### src/rtl/rtc_alarm_timer_if.sv
// Peripheral bus bundle for rtc_alarm_timer: tick strobe, register
// access strobes/address/data and the level interrupt.
interface rtc_alarm_timer_if;
   logic        tick;
   logic        wr_en;
   logic        rd_en;
   logic [2:0]  addr;
   logic [31:0] wr_data;
   logic [31:0] rd_data;
   logic        irq;

   modport master (
      output tick, wr_en, rd_en, addr, wr_data,
      input  rd_data, irq
   );

   modport slave (
      input  tick, wr_en, rd_en, addr, wr_data,
      output rd_data, irq
   );
endinterface

### src/rtl/rtc_alarm_timer.sv
// Real-time counter: seconds + sub-second counters advanced by an external
// tick, coherent sub-second snapshot and ALARM_N sticky second-match alarms.
module rtc_alarm_timer #(
   parameter int SEC_W         = 32,
   parameter int TICKS_PER_SEC = 1000000,
   parameter int SUB_W         = 20,
   parameter int ALARM_N       = 2
) (
   input logic            clk,
   input logic            rst_n,
   rtc_alarm_timer_if.slave bus
);

   localparam logic [SUB_W-1:0] SUB_LAST = SUB_W'(TICKS_PER_SEC - 1);

   logic [SEC_W-1:0]   sec_q, sec_d;
   logic [SUB_W-1:0]   sub_q, sub_d;
   logic [SUB_W-1:0]   snap_q, snap_d;
   logic               run_q, run_d;
   logic [ALARM_N-1:0] alarm_en_q, alarm_en_d;
   logic [ALARM_N-1:0] pending_q, pending_d;
   logic [SEC_W-1:0]   alarm_q [ALARM_N];
   logic [SEC_W-1:0]   alarm_d [ALARM_N];

   logic               sec_load;
   logic [ALARM_N-1:0] w1c;
   logic [ALARM_N-1:0] fire;
   logic [31:0]        rd_data_c;
   logic               unused_wr_bits;

   assign unused_wr_bits = ^bus.wr_data;

   always_comb begin
      sec_d      = sec_q;
      sub_d      = sub_q;
      snap_d     = snap_q;
      run_d      = run_q;
      alarm_en_d = alarm_en_q;
      alarm_d    = alarm_q;
      sec_load   = 1'b0;
      w1c        = '0;
      fire       = '0;

      // Snapshot takes the pre-tick sub so it matches the seconds value read now.
      if (bus.rd_en && bus.addr == 3'd0) begin
         snap_d = sub_q;
      end

      // A SECONDS write wins over a same-edge tick; that tick is dropped.
      if (bus.wr_en && bus.addr == 3'd0) begin
         sec_d    = bus.wr_data[SEC_W-1:0];
         sub_d    = '0;
         sec_load = 1'b1;
      end else if (run_q && bus.tick) begin
         if (sub_q == SUB_LAST) begin
            sub_d    = '0;
            sec_d    = sec_q + SEC_W'(1);
            sec_load = 1'b1;
         end else begin
            sub_d = sub_q + SUB_W'(1);
         end
      end

      if (bus.wr_en && bus.addr == 3'd2) begin
         run_d      = bus.wr_data[0];
         alarm_en_d = bus.wr_data[8 +: ALARM_N];
      end
      if (bus.wr_en && bus.addr == 3'd3) begin
         w1c = bus.wr_data[ALARM_N-1:0];
      end

      // Alarms fire only when sec is loaded with a new value, never on a compare write.
      for (int ch = 0; ch < ALARM_N; ch++) begin
         if (bus.wr_en && bus.addr == 3'(4 + ch)) begin
            alarm_d[ch] = bus.wr_data[SEC_W-1:0];
         end
         fire[ch] = sec_load && alarm_en_q[ch] && (sec_d == alarm_q[ch]);
      end

      pending_d = (pending_q & ~w1c) | fire;
   end

   always_ff @(posedge clk or negedge rst_n) begin
      if (!rst_n) begin
         sec_q      <= '0;
         sub_q      <= '0;
         snap_q     <= '0;
         run_q      <= 1'b1;
         alarm_en_q <= '0;
         pending_q  <= '0;
         for (int ch = 0; ch < ALARM_N; ch++) begin
            alarm_q[ch] <= '0;
         end
      end else begin
         sec_q      <= sec_d;
         sub_q      <= sub_d;
         snap_q     <= snap_d;
         run_q      <= run_d;
         alarm_en_q <= alarm_en_d;
         pending_q  <= pending_d;
         alarm_q    <= alarm_d;
      end
   end

   always_comb begin
      rd_data_c = '0;
      case (bus.addr)
         3'd0: rd_data_c[SEC_W-1:0] = sec_q;
         3'd1: rd_data_c[SUB_W-1:0] = snap_q;
         3'd2: begin
            rd_data_c[0]            = run_q;
            rd_data_c[8 +: ALARM_N] = alarm_en_q;
         end
         3'd3: rd_data_c[ALARM_N-1:0] = pending_q;
         default: begin
            for (int ch = 0; ch < ALARM_N; ch++) begin
               if (bus.addr == 3'(4 + ch)) begin
                  rd_data_c[SEC_W-1:0] = alarm_q[ch];
               end
            end
         end
      endcase
   end

   assign bus.rd_data = rd_data_c;
   assign bus.irq     = |(pending_q & alarm_en_q);

endmodule

### src/flat_wrapper.sv
// flat-port wrapper written by rule: the top's interface ports become plain ports
module rtc_alarm_timer_flat 
#(
   parameter int SEC_W         = 32,
   parameter int TICKS_PER_SEC = 1000000,
   parameter int SUB_W         = 20,
   parameter int ALARM_N       = 2
)
  (clk, rst_n, bus_tick, bus_wr_en, bus_rd_en, bus_addr, bus_wr_data, bus_rd_data, bus_irq);
  rtc_alarm_timer_if bus_i ();
  input logic clk;
  input logic rst_n;
  input wire logic [$bits(bus_i.tick)-1:0] bus_tick;
  input wire logic [$bits(bus_i.wr_en)-1:0] bus_wr_en;
  input wire logic [$bits(bus_i.rd_en)-1:0] bus_rd_en;
  input wire logic [$bits(bus_i.addr)-1:0] bus_addr;
  input wire logic [$bits(bus_i.wr_data)-1:0] bus_wr_data;
  output wire logic [$bits(bus_i.rd_data)-1:0] bus_rd_data;
  output wire logic [$bits(bus_i.irq)-1:0] bus_irq;
  assign bus_i.tick = bus_tick;
  assign bus_i.wr_en = bus_wr_en;
  assign bus_i.rd_en = bus_rd_en;
  assign bus_i.addr = bus_addr;
  assign bus_i.wr_data = bus_wr_data;
  assign bus_rd_data = bus_i.rd_data;
  assign bus_irq = bus_i.irq;
  rtc_alarm_timer #(.SEC_W(SEC_W), .TICKS_PER_SEC(TICKS_PER_SEC), .SUB_W(SUB_W), .ALARM_N(ALARM_N)) u_core (.clk(clk), .rst_n(rst_n), .bus(bus_i));
endmodule
### config.mk
export PLATFORM = sky130hd
export DESIGN_NAME = rtc_alarm_timer_flat
export DESIGN_NICKNAME = d
export VERILOG_FILES = /design/src/rtl/rtc_alarm_timer_if.sv /design/src/rtl/rtc_alarm_timer.sv /design/src/flat_wrapper.sv
export SDC_FILE = /design/constraint.sdc
export NUM_CORES = 1
export LEC_CHECK = 0
export ABC_CLOCK_PERIOD_IN_PS = 8500
export BUFFER_PORTS_ARGS = -buffer_cell sky130_fd_sc_hd__buf_4
export CORE_ASPECT_RATIO = 1.5
export CORE_MARGIN = 3
export CORE_UTILIZATION = 50
export CTS_CLUSTER_DIAMETER = 50
export DETAILED_ROUTE_END_ITERATION = 6
export GPL_TIMING_DRIVEN = 1
export PLACE_DENSITY = 0.68
export SYNTH_ARGS = -nofsm -noshare
export SYNTH_HDL_FRONTEND = slang
export SYNTH_SLANG_ARGS = --single-unit
### constraint.sdc
create_clock -name clk -period 8.5 [get_ports clk]
set_clock_uncertainty 0.05 [all_clocks]
set_input_delay 2.55 -clock clk [delete_from_list [all_inputs] [get_ports clk]]
set_output_delay 2.55 -clock clk [all_outputs]
set_load 0.01 [all_outputs]
==> Implementation_results.wiki <==
{| class="wikitable"
! Metric !! Value
|-
| Status || finished, final reports clean
|-
| Resized Gates After CTS || 0
|-
| Drt first pass iters || 5
|-
| Area of the die || 20800 sq um
|-
| Post-layout min period || about 6.8 ns
|-
| Worst-path fanout max || a little under 50
|-
| Count of final setup violators || 0
|-
| Class of the worst hold path || register to register
|-
| Setup repair bufs after CTS || 0
|-
| Cells after DPL || 1300
|-
| Leakage power figure || roughly 4.4 nW
|-
| Post-detailed-route wirelength per cell || between 20 and 30 um
|-
| Final setup TNS || 0 ns
|-
| Global route total overflow || 0
|-
| Required time of the worst setup path || between 5 and 6 ns
|-
| CTS tree || built
|-
| Startpoint-to-endpoint class of the critical path || input pin to primary output
|-
| Primary flip-flop cell chosen by synthesis mapping || sky130_fd_sc_hd__dfrtp_1
|-
| Clock latency reported for the late side of the worst-skew pair || 0.43 ns
|-
| Yosys warning total || 0
|-
| Die outline width || around 120 um
|-
| DR vias/cell || roughly 6.5
|-
| Arrival time at the worst endpoint || between 4 and 5 ns
|-
| Post-synth design cell area || 9550 sq um
|-
| Number of sinks on the clock net || roughly 140
|-
| Number of distinct library cell variants in the gate-level netlist after synthesis || 74
|-
| PwrDens || 230 nW/um^2
|-
| Routed metal-1 wire length || between 10 and 15 mm
|-
| Average cell area after synthesis || 9.22 sq um
|-
| Worst slew pin tran || between 0.9 and 1 ns
|-
| Sort of element at the start of the critical path || input pin
|-
| Cts-stage hold buffer count || 0
|-
| Cell type of the slowest stage on the worst timing path || sky130_fd_sc_hd__nor2_1
|-
| Vias after detailed routing || between 8000 and 9000
|-
| Slew HR || about a third
|-
| IO Count || 73
|-
| Largest cells by area after synthesis || sky130_fd_sc_hd__dfrtp_1 37%, sky130_fd_sc_hd__mux2_2 8.5%, sky130_fd_sc_hd__xnor2_1 6.6%
|-
| Met2 wire len || 17.7 mm
|-
| Yosys top cell area share || a little under two fifths
|-
| Buffer levels on the longest clock path || 2
|-
| Global-route total usage across every layer || 33.4%
|-
| Core occupancy in the finished layout || roughly 58%
|-
| Worst path bufs/invs || 2
|-
| Max cap viols || 0
|-
| Post-synth EDFFs || 0
|-
| Dpl hpwl || 25.8 mm
|-
| Cells after synthesis || about 1000
|-
| CTS Buf Count || 17
|-
| Starting Density || between 50% and 60%
|-
| Unrepaired setup endpoints after global routing || false
|-
| Num rows || 61
|-
| Routed wire length || roughly 34 mm
|-
| Pre-CTS setup slack || about 1.7 ns
|-
| IO buf count || a little over 70
|-
| Die Height || approximately 180 um
|-
| Ratio of cells with drive above 1 in the final layout || about a fifth
|-
| Pins Over Slew Limit || 0
|-
| Most frequent cells in the layout || 140 x sky130_fd_sc_hd__dfrtp_1, 93 x sky130_fd_sc_hd__nand2_1, 82 x sky130_fd_sc_hd__nor2_1
|-
| Maximum number of pins on one net before global-route repair || 73
|-
| Maximum vdd ir drop || between 0.00015 and 0.0002 V
|-
| Non-filler cells, final || between 1000 and 1500
|-
| Count of final hold-check violations || 0
|-
| Cell-by-cell listing of the critical path || buf_4 -> nor2_1 -> a22oi_1 -> nor2_1 -> buf_4
|-
| Commonest non-fill, non-tap cell in the layout || sky130_fd_sc_hd__dfrtp_1
|-
| Clk Tree Root Cell || sky130_fd_sc_hd__clkbuf_16
|-
| Number of antenna cells inserted || 0
|-
| Ratio of final minimum period to clock period || 80.2%
|-
| Setup slack after layout || 1.68 ns
|-
| DRC violation count after routing || 0
|-
| Synthesized Nets || between 1000 and 1500
|-
| Global placer's final weighted congestion || 1.03
|-
| Depth of the CTS H-tree || 4
|-
| Total Nets Final || around 1100
|-
| Crit end category || primary output
|-
| Top Metal Used || met4
|-
| DR iter-0 viols || roughly 830
|-
| Number of antenna violations at the first check in global routing || 0
|-
| Post-synthesis sequential area ratio || a little under two fifths
|-
| Met3 layer wire length in the routed design || 2.03 mm
|-
| Library cell occupying the most area in the post-synthesis netlist || sky130_fd_sc_hd__dfrtp_1
|-
| Via count of the first global-routing pass || 8710
|-
| Core Area || between 15000 and 20000 sq um
|-
| Proportion of register bits with asynchronous set or reset after synthesis || 100%
|-
| Wire length of the first global-routing pass || roughly 53 mm
|-
| Seq cells post-synth || ~140
|-
| Area growth syn-to-layout || 13.2%
|-
| Fmax achieved || approximately 150 MHz
|-
| Total power || between 2 and 2.5 mW
|-
| Clk slew on worst S/H paths || around 0.060 ns
|-
| Family with the most delay on the worst path || simple AND/OR/NAND/NOR gates
|-
| Number of antenna-violating nets in the routed design || 0
|-
| Critical Path Max Stage Delay || around 0.84 ns
|}
## cell families after synthesis
logic type / after synthesis / synth area share [%]
AOI/OAI and AO/OA: 200 / 13.8
buffers and inverters: 108 / 4.55
DFF: 141 / 37.0
and+or+nand+nor: 374 / 20.6
xor gates and xnor gates: 110 / 10.1
muxes: 101 / 13.8
adders and majority gates: 2 / 0.262
## state kept, by name, indices dropped and copies added, names as in the netlist
name and cells:
u_core.sub_q 20, u_core.sec_q 32, u_core.run_q 1, u_core.alarm_q 64, u_core.snap_q 20, u_core.alarm_en_q 2, u_core.pending_q 2
## layout make-up
cell class              instances  area [sq um]
clock buffers                  19           443
clock inverters                13           154
fillers                      1746          7810
inverters                      39           146
multi-input cells             787          5610
flip-flops and latches        141          3530
well taps                     252           315
repair buffers                 81           612
## routing by layer
layer	vias up	global-route usage, %
li1	3863	-
met2	410	58.4
met1	4299	39.2
met3	90	4.64
met4	0	19.1
met5	-	0
## stage by stage
step	area [sq um]	hold WS (ns)
6_report	10800	0.466
5_1_grt	10800	0.476
4_1_cts	10800	0.466
3_5_place_dp	10200	0.447
3_3_place_gp	10200	0.439
2_1_floorplan	9550	0.413
## worst register-to-register path: cells and delay by family (launching register included)
family	cells	cell delay, ns
AND/OR/NAND/NOR	4	1.91
flip-flops	1	0.49
AO/OA/AOI/OAI	4	1.19
XOR/XNOR	1	0.33
## path summary, 6_finish.rpt
kind | startpoint | end | slack [ns] | cells after the start
worst max-delay path | bus_addr[0] | bus_rd_data[28] | 1.68 | 5
worst min-delay path | u_core.snap_q[12]$_DFFE_PN0P_ | u_core.snap_q[12]$_DFFE_PN0P_ | 0.47 | 1
worst max register to register | u_core.sub_q[11]$_DFFE_PN0P_ | u_core.pending_q[1]$_DFF_PN0_ | 4.44 | 9
worst min register to register | u_core.snap_q[12]$_DFFE_PN0P_ | u_core.snap_q[12]$_DFFE_PN0P_ | 0.47 | 1
max in group asynchronous | rst_n | u_core.alarm_q[41]$_DFFE_PN0P_ | 4.99 | 2
min in group asynchronous | rst_n | u_core.alarm_q[27]$_DFFE_PN0P_ | 2.05 | 1
## synthesized netlist by cell type, types with 15 or more instances
master	instances
sky130_fd_sc_hd__nor4_1	23
sky130_fd_sc_hd__nand4_1	29
sky130_fd_sc_hd__a22oi_1	17
sky130_fd_sc_hd__clkbuf_1	49
sky130_fd_sc_hd__nor2_1	83
sky130_fd_sc_hd__nand2_1	93
sky130_fd_sc_hd__nor2b_1	21
sky130_fd_sc_hd__nand3_1	28
sky130_fd_sc_hd__a31oi_1	15
sky130_fd_sc_hd__mux4_2	17
sky130_fd_sc_hd__o21ai_0	55
sky130_fd_sc_hd__nor3_1	24
sky130_fd_sc_hd__a21oi_1	37
sky130_fd_sc_hd__and3_1	15
sky130_fd_sc_hd__xnor2_1	72
sky130_fd_sc_hd__mux2_2	72
sky130_fd_sc_hd__xor2_1	38
sky130_fd_sc_hd__dfrtp_1	140
sky130_fd_sc_hd__inv_1	39
## power by group
group          switching [mW]  internal (mW)  leakage [nW]
clock network           0.318          0.447         0.291
logic                   0.370          0.326          2.36
registers               0.232          0.788          1.75
total                   0.920           1.56          4.40
(Power assumes the default switching activity.)
